## src/rtl/cga_pkg.sv

```systemverilog
// ============================================================================
// Package     : cga_pkg
// Description : Shared types, sequence constants and address helpers for the
//               CGA/Tandy VRAM fetch path.
// Revision    : 1.0 - initial release
// ============================================================================
`default_nettype none

package cga_pkg;

    // Fetch sequencer states
    typedef enum logic [1:0] {
        ST_IDLE     = 2'd0,
        ST_REQ_CHAR = 2'd1,
        ST_REQ_ATT  = 2'd2,
        ST_DONE     = 2'd3
    } fetch_state_t;

    // Character period in pixel clocks for high and low resolution
    localparam int unsigned SEQ_P_HRES = 16;
    localparam int unsigned SEQ_P_LRES = 32;

    // Slot offsets counted back from the end of the character period
    localparam int unsigned SEQ_OFS_DEADLINE = 4;
    localparam int unsigned SEQ_OFS_CHARROM  = 2;
    localparam int unsigned SEQ_OFS_DISP     = 1;

    // Sequence value of the slot lying 'ofs' clocks before the period end
    function automatic logic [4:0] seq_slot(input logic hres, input int unsigned ofs);
        int unsigned p;
        p = hres ? SEQ_P_HRES : SEQ_P_LRES;
        return 5'(p - ofs);
    endfunction

    // Even (character / first graphics) byte address; the odd byte is this | 1
    function automatic logic [13:0] fetch_base(input logic        grph,
                                               input logic [12:0] ma,
                                               input logic        bank);
        return grph ? {bank, ma[11:0], 1'b0} : {ma[12:0], 1'b0};
    endfunction

endpackage

`default_nettype wire

```

## src/rtl/cga_vram_fetch.sv

```systemverilog
// ============================================================================
// Module      : cga_vram_fetch
// Description : Video-side VRAM fetch sequencer. Runs the per-character clock
//               sequence, fetches the character/attribute (or two graphics)
//               bytes from the arbiter and issues the delivery, character-ROM
//               and display-pipeline strobes for the pixel stage.
// Revision    : 1.0 - initial release
// ============================================================================
`default_nettype none

module cga_vram_fetch
    import cga_pkg::*;
(
    input  logic        clk,
    input  logic        reset,
    input  logic        hres_mode,
    input  logic        grph_mode,
    input  logic [13:0] crtc_ma,
    input  logic [4:0]  row_addr,
    input  logic        display_enable,
    input  logic        seq_sync,
    output logic        vram_req,
    output logic [13:0] vram_addr,
    input  logic        vram_ack,
    input  logic [7:0]  vram_rdata,
    output logic [4:0]  clk_seq,
    output logic        vram_read_char,
    output logic        vram_read_att,
    output logic [7:0]  vram_data,
    output logic        charrom_read,
    output logic        disp_pipeline,
    output logic        underrun,
    input  logic        underrun_clr
);

    fetch_state_t r_state, w_state_nxt;
    logic [4:0]   r_seq, w_seq_nxt;
    logic         r_hres, w_hres_nxt;
    logic         r_req, w_req_nxt;
    logic [13:0]  r_addr, w_addr_nxt;
    logic [7:0]   r_data, w_data_nxt;
    logic         r_rd_char, w_rd_char_nxt;
    logic         r_rd_att, w_rd_att_nxt;
    logic         r_crom, w_crom_nxt;
    logic         r_disp, w_disp_nxt;
    logic         r_underrun, w_underrun_nxt;
    logic         r_att_owed, w_att_owed_nxt;

    logic [4:0]   w_deadline;
    logic         w_wrap;
    logic         w_on_time;
    logic         w_late;
    logic         w_unused;

    // Address bits outside the fetch address range are not used
    assign w_unused   = ^{crtc_ma[13], row_addr[4:1]};

    assign w_deadline = seq_slot(r_hres, SEQ_OFS_DEADLINE);
    assign w_wrap     = (r_seq == seq_slot(r_hres, SEQ_OFS_DISP));
    // An ack in the deadline cycle itself still counts
    assign w_on_time  = (r_seq <= w_deadline);
    assign w_late     = (r_seq >= w_deadline);

    // Next-state and next-output logic for the sequencer and fetch FSM
    always_comb begin
        w_seq_nxt      = w_wrap ? 5'd0 : r_seq + 5'd1;
        w_hres_nxt     = w_wrap ? hres_mode : r_hres;
        w_state_nxt    = r_state;
        w_req_nxt      = r_req;
        w_addr_nxt     = r_addr;
        w_data_nxt     = r_data;
        w_rd_char_nxt  = 1'b0;
        w_rd_att_nxt   = 1'b0;
        w_att_owed_nxt = r_att_owed;
        w_underrun_nxt = r_underrun & ~underrun_clr;

        if (seq_sync) begin
            // Resynchronise: restart the character, withdraw any request and
            // discard an ack landing in this cycle
            w_seq_nxt      = 5'd0;
            w_state_nxt    = ST_IDLE;
            w_req_nxt      = 1'b0;
            w_att_owed_nxt = 1'b0;
        end else begin
            case (r_state)
                ST_IDLE: begin
                    if ((r_seq == 5'd0) && display_enable) begin
                        w_state_nxt = ST_REQ_CHAR;
                        w_req_nxt   = 1'b1;
                        w_addr_nxt  = fetch_base(grph_mode, crtc_ma[12:0], row_addr[0]);
                    end
                end
                ST_REQ_CHAR: begin
                    if (vram_ack && w_on_time) begin
                        w_data_nxt    = vram_rdata;
                        w_rd_char_nxt = 1'b1;
                        w_addr_nxt    = r_addr | 14'd1;
                        w_state_nxt   = ST_REQ_ATT;
                    end else if (w_late) begin
                        // Both bytes missed: blank char now, blank att next cycle
                        w_req_nxt      = 1'b0;
                        w_data_nxt     = 8'h00;
                        w_rd_char_nxt  = 1'b1;
                        w_att_owed_nxt = 1'b1;
                        w_underrun_nxt = 1'b1;
                        w_state_nxt    = ST_DONE;
                    end
                end
                ST_REQ_ATT: begin
                    if (vram_ack && w_on_time) begin
                        w_data_nxt   = vram_rdata;
                        w_rd_att_nxt = 1'b1;
                        w_req_nxt    = 1'b0;
                        w_state_nxt  = ST_DONE;
                    end else if (w_late) begin
                        w_req_nxt      = 1'b0;
                        w_data_nxt     = 8'h00;
                        w_rd_att_nxt   = 1'b1;
                        w_underrun_nxt = 1'b1;
                        w_state_nxt    = ST_DONE;
                    end
                end
                default: begin
                    if (r_att_owed) begin
                        w_data_nxt     = 8'h00;
                        w_rd_att_nxt   = 1'b1;
                        w_att_owed_nxt = 1'b0;
                    end
                    if (w_wrap) begin
                        w_state_nxt = ST_IDLE;
                    end
                end
            endcase
        end

        // Slot strobes are aligned with the sequence value they will appear with
        w_crom_nxt = (w_seq_nxt == seq_slot(r_hres, SEQ_OFS_CHARROM));
        w_disp_nxt = (w_seq_nxt == seq_slot(r_hres, SEQ_OFS_DISP));
    end

    // State and output registers
    always_ff @(posedge clk or posedge reset) begin
        if (reset) begin
            r_state    <= ST_IDLE;
            r_seq      <= 5'd0;
            r_hres     <= 1'b0;
            r_req      <= 1'b0;
            r_addr     <= 14'd0;
            r_data     <= 8'h00;
            r_rd_char  <= 1'b0;
            r_rd_att   <= 1'b0;
            r_crom     <= 1'b0;
            r_disp     <= 1'b0;
            r_underrun <= 1'b0;
            r_att_owed <= 1'b0;
        end else begin
            r_state    <= w_state_nxt;
            r_seq      <= w_seq_nxt;
            r_hres     <= w_hres_nxt;
            r_req      <= w_req_nxt;
            r_addr     <= w_addr_nxt;
            r_data     <= w_data_nxt;
            r_rd_char  <= w_rd_char_nxt;
            r_rd_att   <= w_rd_att_nxt;
            r_crom     <= w_crom_nxt;
            r_disp     <= w_disp_nxt;
            r_underrun <= w_underrun_nxt;
            r_att_owed <= w_att_owed_nxt;
        end
    end

    assign vram_req       = r_req;
    assign vram_addr      = r_addr;
    assign clk_seq        = r_seq;
    assign vram_read_char = r_rd_char;
    assign vram_read_att  = r_rd_att;
    assign vram_data      = r_data;
    assign charrom_read   = r_crom;
    assign disp_pipeline  = r_disp;
    assign underrun       = r_underrun;

endmodule

`default_nettype wire

```

## config.mk

```make
export PLATFORM = sky130hd
export DESIGN_NAME = cga_vram_fetch
export DESIGN_NICKNAME = d
export VERILOG_FILES = /design/src/rtl/cga_pkg.sv /design/src/rtl/cga_vram_fetch.sv
export SDC_FILE = /design/constraint.sdc
export NUM_CORES = 1
export LEC_CHECK = 0
export ABC_AREA = 1
export CORE_MARGIN = 2
export CORE_UTILIZATION = 45
export DETAILED_ROUTE_END_ITERATION = 10
export PLACE_DENSITY = 0.88
export SLEW_MARGIN = 25
export SYNTH_ARGS = -nofsm -noshare
export SYNTH_HDL_FRONTEND = slang
export SYNTH_SLANG_ARGS = --single-unit
```

## constraint.sdc

```tcl
create_clock -name clk -period 2 [get_ports clk]
set_clock_uncertainty 0.2 [all_clocks]
set_input_delay 0.4 -clock clk [delete_from_list [all_inputs] [get_ports clk]]
set_output_delay 0.4 -clock clk [all_outputs]
set_load 0.005 [all_outputs]
```

==> summary.txt <==
Synth
  • Cells taking the most area after synthesis: dfrtp_1, nor2_1, nand2_1
  • Share of synthesized area occupied by flip-flops and latches: 0.487
  • Number of instances in the synthesized netlist: 228
  • Warning count from the yosys run: 0
  • Mapped Avg Cell Area: 8.33 um^2
  • Top-count cell post-synth: nor2_1
  • Area share of the largest cell type after synthesis: 0.487
  • Async SR Flop Fraction: 1.00
  • Number of enable flip-flop cells after synthesis: 0
  • Flip-flop and latch count after synthesis: 37
  • Top cells by count, synth: nor2_1, dfrtp_1, nand2_1
  • Commonest register cell after synthesis: dfrtp_1
  • Syn Nets: 270
  • Synth area leader: dfrtp_1
  • Post-synth cell types: 28
  • Summed instance area of the synthesized netlist: 0.00190 mm^2

Timing
  • Unrepaired setup endpoints after global routing: false
  • Number of pins exceeding their max-slew limit in the final report: 0
  • Transition time at the pin with the least slew margin: 0.331 ns
  • Setup violation total in the final timing report: 0
  • Worst max-slew margin expressed relative to the limit: 0.779
  • Final critical path time including I/O delays and setup: 1.92 ns
  • Final-report hold violation count: 0
  • Share of the clock period used by the worst path: 0.959
  • Setup TNS after final layout: 0 ns
  • Maximum clock frequency: 521 MHz

Place
  • Dpl cell area: 0.00258 mm^2
  • Cell count after placement: 340
  • Placed wire-length estimate: 3.17 mm
  • Final Wtd Congestion: 0.902
  • Count of port buffers added during placement: 62

Global route
  • Vias in the first global route: 1563
  • Largest net degree at the start of global routing: 38
  • Overall track demand over capacity in global routing: 0.192
  • Residual overflow from global routing: 0
  • Antenna violations before repair: 0
  • Wire length of the first global-routing pass: 6.78 mm

Finish
  • Number of standard cells in the final layout excluding fillers: 349
  • Fin nets: 340
  • Layout Utilization: 0.674
  • Antenna fix cells: 0
  • Number of filler instances in the final layout: 301
  • Final instance area: 0.00272 mm^2
  • Share of post-route cells with drive strength above 1: 0.107
  • Layout area overhead: 43.0%

Critical path
  • Critical R2R Launch: r_state[0]
  • Delay of the slowest cell on the worst path: 0.55 ns
  • Cells traversed along the worst timing path: clkdlybuf4s50_1
  • Setup crit end kind: output port
  • Worst-path maximum fanout: 7
  • Logic depth of the worst path, buffers included: 1
  • Startpoint kind of the worst setup timing path: flip-flop
  • Slowest cell on the critical path: clkdlybuf4s50_1
  • Setup Crit Path Kind: reg2out
  • Buf/Inv on CP: 1
  • CP Data Arrival Time: 1.32 ns
  • Worst setup startpoint: clk_seq[3]
  • Number of cells on the worst reg-to-reg path: 8
  • Largest delay contributor family on the critical path: buffers and inverters
  • Worst Path Required: 1.40 ns

Pwr
  • Fraction of power consumed by combinational cells: 0.431
  • Power density relative to cell area: 1130 mW/mm^2
  • VDD IR-drop max: 0.000540 V
  • Clock Power Share: 0.213
  • Fraction of power consumed by sequential logic: 0.355
  • Sw frac: 0.331
  • Psw: 1.01 mW
  • Leakage: 1.26 nW
  • Cell internal pwr: 2.05 mW
  • Total power: 3.06 mW

Routing
  • DRC violations left: 0
  • DR vias: 1692
  • 1st-iter DRT viols: 110
  • DR pass1 iterations: 4
  • WL/cell: 12.7 um
  • Avg Vias per Cell: 4.85
  • Final wirelength: 4.44 mm
  • Antenna-violating nets left: 0

Clock tree
  • Largest buffer count on any clock path: 2
  • Clock insertion delay at the later pin of the skew report: 0.28 ns
  • CTS Root Buffer Type: clkbuf_8
  • Clock slew at the register clock pins of the worst setup and hold paths: 0.07 ns
  • Clock tree from TritonCTS: done
  • Number of buffers created by CTS: 5
  • Total number of clock tree sinks: 37
  • Htree depth: 2

Job
  • Number of violations of the max-capacitance limit: 0

Floorplanning
  • Overall die width: 69.0 um
  • Effective utilization at floorplan: 0.471
  • Area of the placeable core: 0.00403 mm^2
  • # rows: 23
  • Count of boundary I/O pins: 68
  • Die Ht: 69.0 um
  • Floorplan die area: 0.00476 mm^2

Min path
  • Worst hold path class: in2async

Run status
  • Status: completed
metal layers:
metal | share of wire | up-vias | wire length, um | track usage
met5 | 0 | - | 0 | 0
met4 | 0.024 | 0 | 107 | 0.0882
met3 | 0.069 | 13 | 306 | 0.0406
met2 | 0.49 | 71 | 2180 | 0.320
met1 | 0.42 | 752 | 1850 | 0.238
li1 | - | 856 | - | -
worst paths after layout:
path / endpoint / slack, ns
setup reg to reg: vram_data[6] / 0.10
setup / recovery: clk_seq[3] / 0.08
max in group asynchronous: clk_seq[2] / 1.13
hold / removal: vram_data[7] / 0.26
hold reg to reg: vram_data[0] / 0.28
min in group clk: vram_data[0] / 0.28
cell usage in the layout (no fill, tap or decap), types with 3 or more instances in the layout:
master           Yosys  layout
nor2_1              56      56
inv_1               23      22
ha_1                 7       7
clkbuf_8             0       6
dfrtp_1             37      36
inv_2                2       3
nand2_1             32      32
o21ai_0              8       8
nand3_1             19      19
a21oi_1              9       9
buf_4                1       6
o21ai_1              7       7
clkdlybuf4s50_1      0      62
through the flow:
stage                     hold slack [ns]  setup WS (ns)
after global routing                0.277        0.00695
final                               0.263         0.0819
after CTS                           0.272         0.0297
after detailed placement            0.270         0.0369
after floorplan                     0.279          0.179
after global placement              0.267         0.0675
kinds of logic (layout without fill, tap and decap cells):
| logic type | count (synthesis) | after routing | share of synthesized area |
|---|---|---|---|
| buf+inv | 34 | 105 | 0.0916 |
| fa+ha+maj | 7 | 7 | 0.0461 |
| flops | 37 | 37 | 0.487 |
| xor+xnor | 2 | 2 | 0.00922 |
| simple gates | 119 | 119 | 0.277 |
| compound gates | 29 | 29 | 0.0889 |
what timing repair did:
item                                    CTS  global route
endpoints found under the setup margin    0             9
setup buffers                             0             1
hold buffers                              0             0
gates resized for setup                   0             2
layout make-up:
type,count,area [um^2],area share
Clock inverter,1,30.0,0.0111
Timing Repair Buffer,70,706,0.260
Clock buffer,7,86.3,0.0318
Sequential cell,37,927,0.341
Multi-Input combinational cell,157,800,0.294
Inverter,27,105,0.0387
Tap cell,50,62.6,0.0230
power by group through the flow:
stage / clock, mW / combinational [mW] / sequential (mW)
final: 0.653 / 1.32 / 1.09
after global placement: 0 / 1.24 / 1.09
after CTS: 0.672 / 1.29 / 1.09
after global routing: 0.698 / 1.48 / 1.11
after floorplan: 0 / 0.672 / 1.11
after detailed placement: 0 / 1.27 / 1.10
sequential cells by signal (all words and copies together) (netlist names):
signal / cells
disp_pipeline: 1
vram_read_att: 1
charrom_read: 1
clk_seq: 5
r_att_owed: 1
vram_read_char: 1
vram_data: 8
vram_req: 1
r_state: 2
underrun: 1
vram_addr: 14
r_hres: 1
(Power assumes the default switching activity.)
